`config.mk`:
```
export PLATFORM = sky130hd
export DESIGN_NAME = inst_boot_loader_flat
export DESIGN_NICKNAME = d
export VERILOG_FILES = /design/src/rtl/boot_pkg.sv /design/src/rtl/inst_boot_loader_if.sv /design/src/rtl/boot_word_packer.sv /design/src/rtl/inst_boot_loader.sv /design/src/flat_wrapper.sv
export SDC_FILE = /design/constraint.sdc
export NUM_CORES = 1
export LEC_CHECK = 0
export BUFFER_PORTS_ARGS = -buffer_cell sky130_fd_sc_hd__buf_2
export CORE_MARGIN = 8
export CORE_UTILIZATION = 35
export CTS_CLUSTER_DIAMETER = 150
export DETAILED_ROUTE_END_ITERATION = 16
export PLACE_DENSITY = 0.53
export SLEW_MARGIN = 30
export SYNTH_ARGS = -nofsm -noshare
export SYNTH_HDL_FRONTEND = slang
export SYNTH_SLANG_ARGS = --single-unit
```
`constraint.sdc`:
```
create_clock -name clk -period 6.81 [get_ports clk]
set_input_delay 1.362 -clock clk [delete_from_list [all_inputs] [get_ports clk]]
set_output_delay 1.362 -clock clk [all_outputs]
set_load 0.05 [all_outputs]
```
`src/rtl/boot_pkg.sv`:
```
// Shared types and constants for the instruction-memory boot loader.
package boot_pkg;

  typedef enum logic [2:0] {
    StIdle,
    StLen,
    StData,
    StPresent,
    StCheck,
    StDone,
    StErr
  } state_e;

  localparam logic [7:0]  SYNC_BYTE_DEFAULT = 8'hA5;

  // Bytes arrive most-significant first: lane 0 lands in wInst[31:24].
  localparam int unsigned NumLanes  = 4;
  localparam logic [1:0]  LaneFirst = 2'd0;
  localparam logic [1:0]  LaneLast  = 2'd3;

endpackage

```
`src/rtl/inst_boot_loader_if.sv`:
```
// Byte-stream input and instruction-memory load port of the boot loader.
interface inst_boot_loader_if #(
  parameter int unsigned ADDR_W = 7
);
  logic [7:0]        rx_data;
  logic              rx_valid;
  logic              rx_ready;
  logic              IWEN;
  logic [ADDR_W-1:0] I_Addr;
  logic [31:0]       wInst;
  logic              load_done;
  logic              load_err;
  logic [7:0]        word_cnt;

  modport master (
    output rx_data, rx_valid,
    input  rx_ready, IWEN, I_Addr, wInst, load_done, load_err, word_cnt
  );

  modport slave (
    input  rx_data, rx_valid,
    output rx_ready, IWEN, I_Addr, wInst, load_done, load_err, word_cnt
  );
endinterface

```
`src/rtl/boot_word_packer.sv`:
```
// Packs accepted payload bytes MSB-first into 32-bit words and keeps the running XOR checksum.
module boot_word_packer
  import boot_pkg::*;
(
  input  logic        clk,
  input  logic        rst,
  input  logic [7:0]  byte_in,
  input  logic        byte_en,
  input  logic        clear,
  output logic [31:0] word_out,
  output logic        word_valid,
  output logic [7:0]  csum
);

  logic [1:0]  lane_q;
  logic [23:0] shift_q;
  logic [7:0]  csum_q;

  always_ff @(posedge clk or posedge rst) begin
    if (rst) begin
      lane_q  <= LaneFirst;
      shift_q <= '0;
      csum_q  <= '0;
    end else if (clear) begin
      lane_q  <= LaneFirst;
      shift_q <= '0;
      csum_q  <= '0;
    end else if (byte_en) begin
      lane_q  <= lane_q + 2'd1;
      shift_q <= {shift_q[15:0], byte_in};
      csum_q  <= csum_q ^ byte_in;
    end
  end

  // The completed word is offered in the same cycle its last byte is accepted.
  assign word_out   = {shift_q, byte_in};
  assign word_valid = byte_en && (lane_q == LaneLast);
  assign csum       = csum_q;

endmodule

```
`src/rtl/inst_boot_loader.sv`:
```
// Frame parser driving the instruction-memory load port from a SYNC/len/payload/checksum stream.
module inst_boot_loader
  import boot_pkg::*;
#(
  parameter int unsigned ADDR_W    = 7,
  parameter int unsigned DEPTH     = 128,
  parameter int unsigned HOLD_CYC  = 2,
  parameter int unsigned TIMEOUT   = 1024,
  parameter logic [7:0]  SYNC_BYTE = SYNC_BYTE_DEFAULT
) (
  input logic               clk,
  input logic               rst,
  inst_boot_loader_if.slave bus
);

  localparam int unsigned     HoldW    = (HOLD_CYC > 1) ? $clog2(HOLD_CYC) : 1;
  localparam int unsigned     ToW      = (TIMEOUT > 1) ? $clog2(TIMEOUT) : 1;
  localparam logic [HoldW-1:0] HoldLast = HoldW'(HOLD_CYC - 1);
  localparam logic [ToW-1:0]   ToLast   = ToW'(TIMEOUT - 1);

  state_e            state_q, state_d;
  logic [7:0]        len_q, len_d;
  logic [7:0]        word_cnt_q, word_cnt_d;
  logic [ADDR_W-1:0] addr_q, addr_d;
  logic [31:0]       inst_q, inst_d;
  logic              err_q, err_d;
  logic [HoldW-1:0]  hold_q, hold_d;
  logic [ToW-1:0]    to_q, to_d;

  logic        ready, accept, waiting, sync_seen;
  logic [31:0] word;
  logic        word_valid;
  logic [7:0]  csum;

  // Gating with rst keeps the source stalled for the whole reset pulse.
  assign ready     = !rst && (state_q inside {StIdle, StLen, StData, StCheck});
  assign waiting   = state_q inside {StLen, StData, StCheck};
  assign accept    = bus.rx_valid && ready;
  assign sync_seen = accept && (state_q == StIdle) && (bus.rx_data == SYNC_BYTE);

  boot_word_packer u_packer (
    .clk        (clk),
    .rst        (rst),
    .byte_in    (bus.rx_data),
    .byte_en    (accept && (state_q == StData)),
    .clear      (sync_seen),
    .word_out   (word),
    .word_valid (word_valid),
    .csum       (csum)
  );

  always_comb begin
    state_d    = state_q;
    len_d      = len_q;
    word_cnt_d = word_cnt_q;
    addr_d     = addr_q;
    inst_d     = inst_q;
    err_d      = err_q;
    hold_d     = hold_q;
    to_d       = to_q;

    // Idle-gap watchdog; an accepted byte on the expiring cycle overrides it below.
    if (waiting && !accept) begin
      if (to_q == ToLast) state_d = StErr;
      else                to_d    = to_q + 1'b1;
    end

    unique case (state_q)
      StIdle: begin
        if (sync_seen) begin
          state_d    = StLen;
          err_d      = 1'b0;
          word_cnt_d = '0;
          to_d       = '0;
        end
      end
      StLen: begin
        if (accept) begin
          to_d = '0;
          if (bus.rx_data == 8'd0 || {24'd0, bus.rx_data} > DEPTH) begin
            state_d = StErr;
          end else begin
            len_d   = bus.rx_data;
            state_d = StData;
          end
        end
      end
      StData: begin
        if (accept) begin
          to_d    = '0;
          state_d = StData;
          if (word_valid) begin
            inst_d  = word;
            addr_d  = ADDR_W'(word_cnt_q);
            hold_d  = '0;
            state_d = StPresent;
          end
        end
      end
      StPresent: begin
        if (hold_q == HoldLast) begin
          word_cnt_d = word_cnt_q + 8'd1;
          state_d    = (word_cnt_d == len_q) ? StCheck : StData;
        end else begin
          hold_d = hold_q + 1'b1;
        end
      end
      StCheck: begin
        if (accept) begin
          to_d    = '0;
          state_d = (bus.rx_data == csum) ? StDone : StErr;
        end
      end
      StDone: state_d = StIdle;
      StErr: begin
        err_d   = 1'b1;
        state_d = StIdle;
      end
      default: state_d = StIdle;
    endcase
  end

  always_ff @(posedge clk or posedge rst) begin
    if (rst) begin
      state_q    <= StIdle;
      len_q      <= '0;
      word_cnt_q <= '0;
      addr_q     <= '0;
      inst_q     <= '0;
      err_q      <= 1'b0;
      hold_q     <= '0;
      to_q       <= '0;
    end else begin
      state_q    <= state_d;
      len_q      <= len_d;
      word_cnt_q <= word_cnt_d;
      addr_q     <= addr_d;
      inst_q     <= inst_d;
      err_q      <= err_d;
      hold_q     <= hold_d;
      to_q       <= to_d;
    end
  end

  assign bus.rx_ready  = ready;
  assign bus.IWEN      = waiting || (state_q == StPresent);
  assign bus.I_Addr    = addr_q;
  assign bus.wInst     = inst_q;
  assign bus.load_done = (state_q == StDone);
  assign bus.load_err  = err_q;
  assign bus.word_cnt  = word_cnt_q;

endmodule

```
`src/flat_wrapper.sv`:
```
// flat-port wrapper written by rule: the top's interface ports become plain ports
module inst_boot_loader_flat import boot_pkg::*;
#(
  parameter int unsigned ADDR_W    = 7,
  parameter int unsigned DEPTH     = 128,
  parameter int unsigned HOLD_CYC  = 2,
  parameter int unsigned TIMEOUT   = 1024,
  parameter logic [7:0]  SYNC_BYTE = SYNC_BYTE_DEFAULT
)
  (clk, rst, bus_rx_data, bus_rx_valid, bus_rx_ready, bus_IWEN, bus_I_Addr, bus_wInst, bus_load_done, bus_load_err, bus_word_cnt);
  inst_boot_loader_if #(.ADDR_W(ADDR_W)) bus_i ();
  input logic clk;
  input logic rst;
  input wire logic [$bits(bus_i.rx_data)-1:0] bus_rx_data;
  input wire logic [$bits(bus_i.rx_valid)-1:0] bus_rx_valid;
  output wire logic [$bits(bus_i.rx_ready)-1:0] bus_rx_ready;
  output wire logic [$bits(bus_i.IWEN)-1:0] bus_IWEN;
  output wire logic [$bits(bus_i.I_Addr)-1:0] bus_I_Addr;
  output wire logic [$bits(bus_i.wInst)-1:0] bus_wInst;
  output wire logic [$bits(bus_i.load_done)-1:0] bus_load_done;
  output wire logic [$bits(bus_i.load_err)-1:0] bus_load_err;
  output wire logic [$bits(bus_i.word_cnt)-1:0] bus_word_cnt;
  assign bus_i.rx_data = bus_rx_data;
  assign bus_i.rx_valid = bus_rx_valid;
  assign bus_rx_ready = bus_i.rx_ready;
  assign bus_IWEN = bus_i.IWEN;
  assign bus_I_Addr = bus_i.I_Addr;
  assign bus_wInst = bus_i.wInst;
  assign bus_load_done = bus_i.load_done;
  assign bus_load_err = bus_i.load_err;
  assign bus_word_cnt = bus_i.word_cnt;
  inst_boot_loader #(.ADDR_W(ADDR_W), .DEPTH(DEPTH), .HOLD_CYC(HOLD_CYC), .TIMEOUT(TIMEOUT), .SYNC_BYTE(SYNC_BYTE)) u_core (.clk(clk), .rst(rst), .bus(bus_i));
endmodule
```
==> impl_metrics.ini, run 1 <==
[die]
rows = 42
die_w_um = 132.7
initial_core_util_pct = 35.83
die_h_um = 132.7
ios = 62
core_mm2 = 0.01330
dieArea_mm2 = 0.01760

[timing]
layout_min_cycle_time_ns = 3.394
tns_ns = 0
hold_viol_final = 0
grt_setup_unrepaired = false
relSlewSlack_pct = 48.48
final.period_utilization_pct = 49.84
setup_viol = 0
max_freq_ghz = 0.2946
slew_violations = 0
worst_pin_slew_ns = 0.7727
skew_ns = 0.007807

[worst_setup_path]
path_delay_family = simple AND/OR/NAND/NOR gates
cp_cell_sequence = buf_2, or4_1, nor4_4, buf_4, nor2_1, o21ai_0, o41ai_1
arrival_ns = 3.61
path_buf_inv = 2
timing.rr.end = u_core.bus.word_cnt[5]
worstRegToRegCells = 6
worst_path_largest_cell_delay_ns = 0.61
ff2ff_setup_slack_ns = 4.13
crit_end = u_core.bus.word_cnt[5]
crit_type = input pin to register
path_max_fanout = 32
end_kind = register
crit-reg2reg-launch = u_core.state_q[2]
path_depth = 7
slowest_stage = or4_1
crit_path_start = bus_rx_data[6]
start_kind = input pin
cp.required_ns = 7.02

[pwr]
leakage_nw = 2.584
swShare_pct = 42.93
vdd_ir_drop_max_mv = 0.2136
powerDensity_mw_per_mm2 = 465.2
power_frac_clock_pct = 21.8
internal_power_mw = 1.483
p_total_mw = 2.598
power_switching_mw = 1.115
seqPwrFrac_pct = 39.7
combPwrFrac_pct = 38.5

[yosys]
synth.area.top_cells = dfrtp_1, mux2_2, nand2_1
yosys.area.top_type = dfrtp_1
ys_top_cells_by_count = dfrtp_1, nand2_1, mux2_2
ys_types = 47
ys.flop_type = dfrtp_1
ys_seq_elements = 104
synth_edf_count = 0
synthArstFlopShare_pct = 100.0
synth_top_area_share_pct = 54.64
syn_avg_cell_area_um2 = 10.73
ys_warn_count = 0
ys_seq_area_share_pct = 54.64
yosysMostFrequentCell = dfrtp_1
syn_nets = 458
syn_inst = 444
syn_area_mm2 = 0.004763

[global_routing]
grt_max_degree = 64
antenna_found_initial = 0
grt_pass1_wl_mm = 18.22
grt_pass1_vias = 3368
grt-ovfl-total = 0
track_usage_pct = 12.70

[routing]
drt_wl_total_mm = 10.84
first_iter_violations = 239
drc_errors = 0
vias = 3406
wl_per_cell_um = 15.96
final_antenna_net_count = 0
viasPerCell = 5.016
drt_first_pass_iters = 7

[clocking]
cts_made_buffers = 9
cts_resized = 0
insertion_delay_ns = 0.34
cts_buffer_depth = 2
cts_max_level = 3
ctsHoldBuffers = 0
clkTransAtPathRegs_ns = 0.07
clock-root-buffer = clkbuf_16
cts_setup_buffers = 0
tritoncts = yes
clkSinkCount = 104

[final_layout]
instances_no_fill = 679
antenna_cells = 0
layout-drive-gt1-share_pct = 26.04
final_cell_area_mm2 = 0.005584
syn2layout_area_growth_pct = 17.23
finalNetCount = 512

[flow_run]
maxCapViolations = 0

[placed_design]
finalWeightedCongestion = 0.7990
dp_cells = 663
port_buffers = 61
place_area_mm2 = 0.005250
dpl.hpwl_mm = 7.664

[run_status]
status = complete, no violations

[worst_hold_path]
hp-class = register to register
-- routing by layer --
| metal | share of wire, % | track usage, % |
|---|---|---|
| met4 | 2.0 | 5.615 |
| met1 | 50 | 18.11 |
| met2 | 44 | 18.50 |
| met5 | 0 | 0 |
| met3 | 3.8 | 2.044 |
-- cell usage in the layout, fill, tap and decap left out, types with 3 or more instances in the layout --
master	instances
nor4_1	5
and3_1	4
nand3_1	7
nand2b_1	5
inv_6	3
clkbuf_16	9
a31oi_1	4
xor2_1	21
nand4_1	6
ha_1	3
inv_1	5
mux2_2	43
nor3_1	7
buf_2	61
a21oi_1	29
or3_1	4
dfrtp_1	104
buf_4	5
xnor2_1	15
nor2_1	32
mux2_1	4
o21ai_0	16
nand2_1	71
nor2b_1	3
-- final cells by class --
type                       count  area (µm²)
tap                          176       220.2
clock buffer                  10       239.0
inverter                       7       28.78
timing repair buffer          66       342.8
multi-input combinational    310        2056
sequential                   104        2603
clock inverter                 6       95.09
fill                        1275        7711
-- state kept, by name, indices dropped and copies added (netlist names) --
register / cells
u_core.bus.load_err: 1
u_core.to_q: 10
u_core.state_q: 3
u_core.bus.I_Addr: 7
u_core.bus.wInst: 32
u_core.len_q: 8
u_core.u_packer.shift_q: 24
u_core.u_packer.lane_q: 2
u_core.bus.word_cnt: 8
u_core.hold_q: 1
u_core.u_packer.csum: 8
-- how the worst min path moves through the flow --
| stage | endpoint | slack, ns | cells past startpoint | from |
|---|---|---|---|---|
| after global placement | u_core.bus.I_Addr[1] | 0.47 | 1 | u_core.bus.I_Addr[1] |
| after detailed placement | u_core.bus.I_Addr[1] | 0.48 | 1 | u_core.bus.I_Addr[1] |
| after floorplan | u_core.bus.wInst[24] | 0.48 | 1 | u_core.u_packer.shift_q[16] |
| after CTS | u_core.bus.I_Addr[1] | 0.49 | 1 | u_core.bus.I_Addr[1] |
| after global routing | u_core.bus.I_Addr[3] | 0.51 | 1 | u_core.bus.I_Addr[3] |
| final | u_core.bus.I_Addr[1] | 0.49 | 1 | u_core.bus.I_Addr[1] |
-- per-stage QoR --
step / util [%] / hold slack, ns / setup slack [ns]
floorplan: - / 0.4806 / 1.938
global placement: 39.45 / 0.4685 / 2.942
detailed placement: 39.49 / 0.4761 / 3.049
CTS: 42.00 / 0.4916 / 3.393
global route: 42.00 / 0.5133 / 3.228
finish: 42.00 / 0.4862 / 3.416
-- power groups by stage --
stage	sequential, mW	combinational [mW]	clock, mW
after CTS	1.03	1.01	0.585
final	1.03	1.00	0.566
after detailed placement	1.05	1.01	0
after floorplan	1.39	0.397	0
after global placement	1.04	0.996	0
after global routing	1.07	1.07	0.614
-- kinds of logic (layout without fill, tap and decap cells) --
family,Yosys count,after routing,share of synthesized area (%)
buffers and inverters,30,89,2.548
AND/OR/NAND/NOR,156,156,15.63
XOR/XNOR,36,36,6.620
multiplexers,49,49,11.53
adder cells (fa/ha/maj),4,4,0.9983
AO/OA/AOI/OAI,65,65,8.038
flip-flops,104,104,54.64
(Power assumes the default switching activity.)
==> run 2: changes to the inputs <==
--- a/config.mk
+++ b/config.mk
@@ -10,7 +10,7 @@
 export CORE_UTILIZATION = 35
 export CTS_CLUSTER_DIAMETER = 150
 export DETAILED_ROUTE_END_ITERATION = 16
-export PLACE_DENSITY = 0.53
+export PLACE_DENSITY = 0.55
 export SLEW_MARGIN = 30
 export SYNTH_ARGS = -nofsm -noshare
 export SYNTH_HDL_FRONTEND = slang
==> constraint.sdc (replaced) <==
create_clock -name clk -period 3 [get_ports clk]
set_input_delay 0.6 -clock clk [delete_from_list [all_inputs] [get_ports clk]]
set_output_delay 0.6 -clock clk [all_outputs]
set_load 0.05 [all_outputs]
==> run 2 against run 1 <==
- global-route usage barely moved
- non-clock buffer count rose by 5
- critical path depth fell by 4
==> impl_metrics.ini, run 2 (same netlist as run 1, synthesis figures left out) <==
[timing]
final.period_utilization_pct = 83.27
tns_ns = 0
hold_viol_final = 0
skew_ns = 0.01057
layout_min_cycle_time_ns = 2.498
grt_setup_unrepaired = false
worst_pin_slew_ns = 0.5806
slew_violations = 0
relSlewSlack_pct = 61.00
max_freq_ghz = 0.4003
holdWs_ns = 0.3044
setup_viol = 0
worst_slack_ns = 0.5020

[final_layout]
syn2layout_area_growth_pct = 17.94
instances_no_fill = 685
layout_commonest_cell = dfrtp_1
mostFrequentLayoutCells = dfrtp_1, nand2_1, buf_2
layout-drive-gt1-share_pct = 26.38
final_cell_area_mm2 = 0.005618
finalNetCount = 517
largest_reg_flops = 32

[worst_hold_path]
hp-class = input pin to asynchronous set/reset pin

[global_routing]
grt_pass1_vias = 3403
antenna_found_initial = 1
track_usage_pct = 12.70
grt_max_degree = 45
grt_pass1_wl_mm = 18.22
grt-ovfl-total = 0

[clocking]
insertion_delay_ns = 0.35
clock-root-buffer = clkbuf_16
cts_buffer_depth = 2
clkSinkCount = 104
tritoncts = yes
cts_resized = 0
cts_made_buffers = 9
cts_setup_buffers = 0
clkTransAtPathRegs_ns = 0.07
cts_max_level = 3
ctsHoldBuffers = 0

[die]
dieArea_mm2 = 0.01760
die_h_um = 132.7
initial_core_util_pct = 35.83
rows = 42
die_w_um = 132.7
core_mm2 = 0.01330
ios = 62

[placed_design]
dp_cells = 668
place_area_mm2 = 0.005296
port_buffers = 61
dp_slack_ns = 0.2997
dpl.hpwl_mm = 7.458
finalWeightedCongestion = 0.8233

[flow_run]
maxCapViolations = 0

[worst_setup_path]
end_kind = output port
crit_path_start = u_core.state_q[1]
start_kind = register
cp_cell_sequence = or2_2, xnor2_1, buf_2
worst_path_largest_cell_delay_ns = 0.57
crit-reg2reg-launch = u_core.bus.word_cnt[2]
timing.rr.end = u_core.state_q[1]
path_max_fanout = 18
crit_type = register to output port
slowest_stage = dfrtp_1
arrival_ns = 1.90
worstRegToRegCells = 5
ff2ff_setup_slack_ns = 0.74
cp.required_ns = 2.40

[pwr]
vdd_ir_drop_max_mv = 0.6942
power_switching_mw = 2.522
powerDensity_mw_per_mm2 = 1046
combPwrFrac_pct = 38.9
swShare_pct = 42.92
internal_power_mw = 3.354
leakage_nw = 2.592
power_frac_clock_pct = 21.6
seqPwrFrac_pct = 39.5

[routing]
drt_wl_total_mm = 10.77
drt_first_pass_iters = 4
viasPerCell = 5.018
final_antenna_net_count = 0
drc_errors = 0
first_iter_violations = 233
vias = 3437
wl_per_cell_um = 15.72

[run_status]
status = complete, no violations
==> run 2: cell types whose count changed in the layout (fill, tap and decap cells not counted), sizes merged <==
cell	change
clkinvlp	+1
diode	+1
buf	+5
inv	-1
clkinv	-1
clkbuf	+1
==> run 2: stage by stage <==
step / utilization [%] / power, mW
floorplan: - / 4.065
global placement: 39.84 / 4.610
detailed placement: 39.84 / 4.657
CTS: 42.24 / 5.944
global route: 42.25 / 6.226
finish: 42.25 / 5.875
==> run 2: worst max-delay path, delay by kind of cell (launching register included) <==
kind	cells	cell delay, ns
buffers and inverters	1	0.32
AND/OR/NAND/NOR	1	0.44
XOR/XNOR	1	0.22
flip-flops	1	0.57
==> run 2: power by group through the flow <==
stage               registers, mW  logic, mW  clock network (mW)
floorplan                    3.16      0.903                   0
global placement             2.33       2.28                   0
detailed placement           2.35       2.31                   0
CTS                          2.32       2.32                1.31
global route                 2.40       2.46                1.37
finish                       2.32       2.29                1.27
==> run 2: worst max-delay path by stage <==
stage	to	slack, ns	cells past startpoint
detailed placement	u_core.len_q[6]	0.30	5
CTS	bus_IWEN	0.51	3
global placement	u_core.len_q[3]	0.37	5
finish	bus_IWEN	0.50	3
floorplan	u_core.u_packer.shift_q[23]	-0.27	5
global route	bus_IWEN	0.44	3
==> run 2: layout make-up <==
cell class / count / area, µm²
Clock inverter: 5 / 86.33
Timing Repair Buffer: 71 / 392.9
Sequential cell: 104 / 2603
Tap cell: 176 / 220.2
Inverter: 7 / 30.03
Fill cell: 1296 / 7677
Multi-Input combinational cell: 310 / 2051
Antenna cell: 1 / 2.502
Clock buffer: 11 / 232.7
==> run 2: per-layer routing <==
layer	vias up	share of wire [%]	wire (µm)	global-route usage [%]
li1	1661	-	-	-
met1	1697	51	5453	17.72
met2	62	45	4796	18.45
met3	17	3.0	320	2.801
met4	0	1.8	197	5.489
met5	-	0	0	0
==> run 3: changes to the inputs <==
==> constraint.sdc (replaced) <==
create_clock -name clk -period 2.2 [get_ports clk]
set_input_delay 0.44 -clock clk [delete_from_list [all_inputs] [get_ports clk]]
set_output_delay 0.44 -clock clk [all_outputs]
set_load 0.05 [all_outputs]
==> run 3 against run 2 <==
- die area did not move
- power rose by 36%
- cell count rose by 2.3%
- wire length rose by 2.9%
- register-to-register slack got worse by 0.51 ns
- highest routed layer unchanged
==> impl_metrics.ini, run 3 (same netlist as run 1, synthesis figures left out) <==
[routing]
drt_wl_total_mm = 11.08
final_antenna_net_count = 0
vias = 3482
drt_first_pass_iters = 4
first_iter_violations = 252
drc_errors = 0
wl_per_cell_um = 15.81
viasPerCell = 4.967

[timing]
hold_viol_final = 0
grt_setup_unrepaired = false
relSlewSlack_pct = 63.11
slew_violations = 0
layout_min_cycle_time_ns = 2.144
final.period_utilization_pct = 97.48
skew_ns = 0.006383
setup_viol = 0
max_freq_ghz = 0.4663
worst_pin_slew_ns = 0.5534

[final_layout]
finalNetCount = 535
layout_commonest_cell = dfrtp_1
largest_reg_flops = 32
antenna_cells = 0
syn2layout_area_growth_pct = 21.15
mostFrequentLayoutCells = dfrtp_1, nand2_1, buf_2
final_util_pct = 43.40
layout-drive-gt1-share_pct = 29.33

[flow_run]
maxCapViolations = 0

[global_routing]
grt_pass1_vias = 3652
grt_max_degree = 105
grt_pass1_wl_mm = 18.84
antenna_found_initial = 0
track_usage_pct = 13.07
grt-ovfl-total = 0

[clocking]
clkSinkCount = 104
insertion_delay_ns = 0.35
cts_setup_buffers = 0
clkTransAtPathRegs_ns = 0.07
tritoncts = yes
ctsHoldBuffers = 0
cts_buffer_depth = 2
clock-root-buffer = clkbuf_16
cts_max_level = 3
cts_made_buffers = 9

[pwr]
leakage_nw = 2.677
powerDensity_mw_per_mm2 = 1385
p_total_mw = 7.991
vdd_ir_drop_max_mv = 0.6568

[die]
die_w_um = 132.7
rows = 42
ios = 62
die_h_um = 132.7
core_mm2 = 0.01330
initial_core_util_pct = 35.83
dieArea_mm2 = 0.01760

[worst_setup_path]
start_kind = register
ff2ff_setup_slack_ns = 0.23
end_kind = output port
timing.rr.end = u_core.bus.word_cnt[3]
worstRegToRegCells = 5
worst_path_largest_cell_delay_ns = 0.40
crit_type = register to output port
cp.required_ns = 1.76
arrival_ns = 1.70
crit-reg2reg-launch = u_core.state_q[2]
path_max_fanout = 7
slowest_stage = maj3_1
cp_cell_sequence = buf_4, maj3_1, nor2_1, buf_6

[placed_design]
dpl.hpwl_mm = 7.680
port_buffers = 61
finalWeightedCongestion = 0.8611

[run_status]
status = complete, no violations

[worst_hold_path]
hp-class = input pin to asynchronous set/reset pin
run 3: changes by cell type in the layout (fill, tap and decap cells not counted), moves of 2 or more:
cell	previous run	this run
buf_4	9	26
buf_12	1	3
buf_2	61	59
clkinvlp_4	1	3
inv_6	3	1
run 3: critical path: cells and delay by family, from the launching register on:
| family | cells | cell delay (ns) |
|---|---|---|
| and+or+nand+nor | 1 | 0.22 |
| DFF | 1 | 0.38 |
| adders and majority gates | 1 | 0.40 |
| buffers and inverters | 2 | 0.36 |
run 3: final cells by class:
cell class / instances / area, µm²
inverter: 7 / 30.03
multi-input combinational: 310 / 2058
timing repair buffer: 89 / 561.8
clock inverter: 4 / 53.80
fill: 1260 / 7525
tap: 176 / 220.2
clock buffer: 11 / 242.7
sequential: 104 / 2604
run 3: per-stage QoR:
stage | area [µm²] | hold slack [ns] | instances | setup TNS [ns] | setup WS [ns]
after floorplan | 4770 | 0.4806 | 444 | -30.60 | -0.9142
after global placement | 5456 | 0.4685 | 686 | -0.06242 | -0.008391
after detailed placement | 5456 | 0.4821 | 686 | -0.5725 | -0.06836
after CTS | 5759 | 0.4317 | 701 | 0 | 0.01181
after global routing | 5771 | 0.4546 | 701 | 0 | 0.01729
final | 5771 | 0.4121 | 701 | 0 | 0.05553
run 3: what timing repair did:
item,4_1_cts,5_1_grt
endpoints found under the hold margin,0,0
pin swaps,0,0
endpoints found under the setup margin,2,2
resized for setup,3,2
run 3: how the worst max path moves through the flow:
stage,startpoint,to,slack (ns),cells after the start
global route,u_core.state_q[2],bus_load_done,0.02,4
CTS,u_core.state_q[0],bus_IWEN,0.01,3
floorplan,rst,u_core.u_packer.shift_q[23],-0.91,5
global placement,bus_rx_data[6],u_core.len_q[2],-0.008,6
finish,u_core.state_q[2],bus_rx_ready,0.06,4
detailed placement,bus_rx_data[6],u_core.len_q[5],-0.07,6
run 3: per-layer routing:
metal	GRT usage (%)	part of all wire, %	wire length [µm]	up-vias
met5	0	0	0	-
met1	17.48	48	5370	1705
li1	-	-	-	1686
met4	5.489	2.1	238	0
met3	2.801	3.5	386	16
met2	20.03	46	5084	75
run 3: where the power goes:
part / internal [mW] / leakage, nW / switching (mW) / total (mW)
registers: 2.60 / 1.32 / 0.486 / 3.08
logic: 1.05 / 1.22 / 2.25 / 3.30
clock network: 0.911 / 0.138 / 0.692 / 1.60
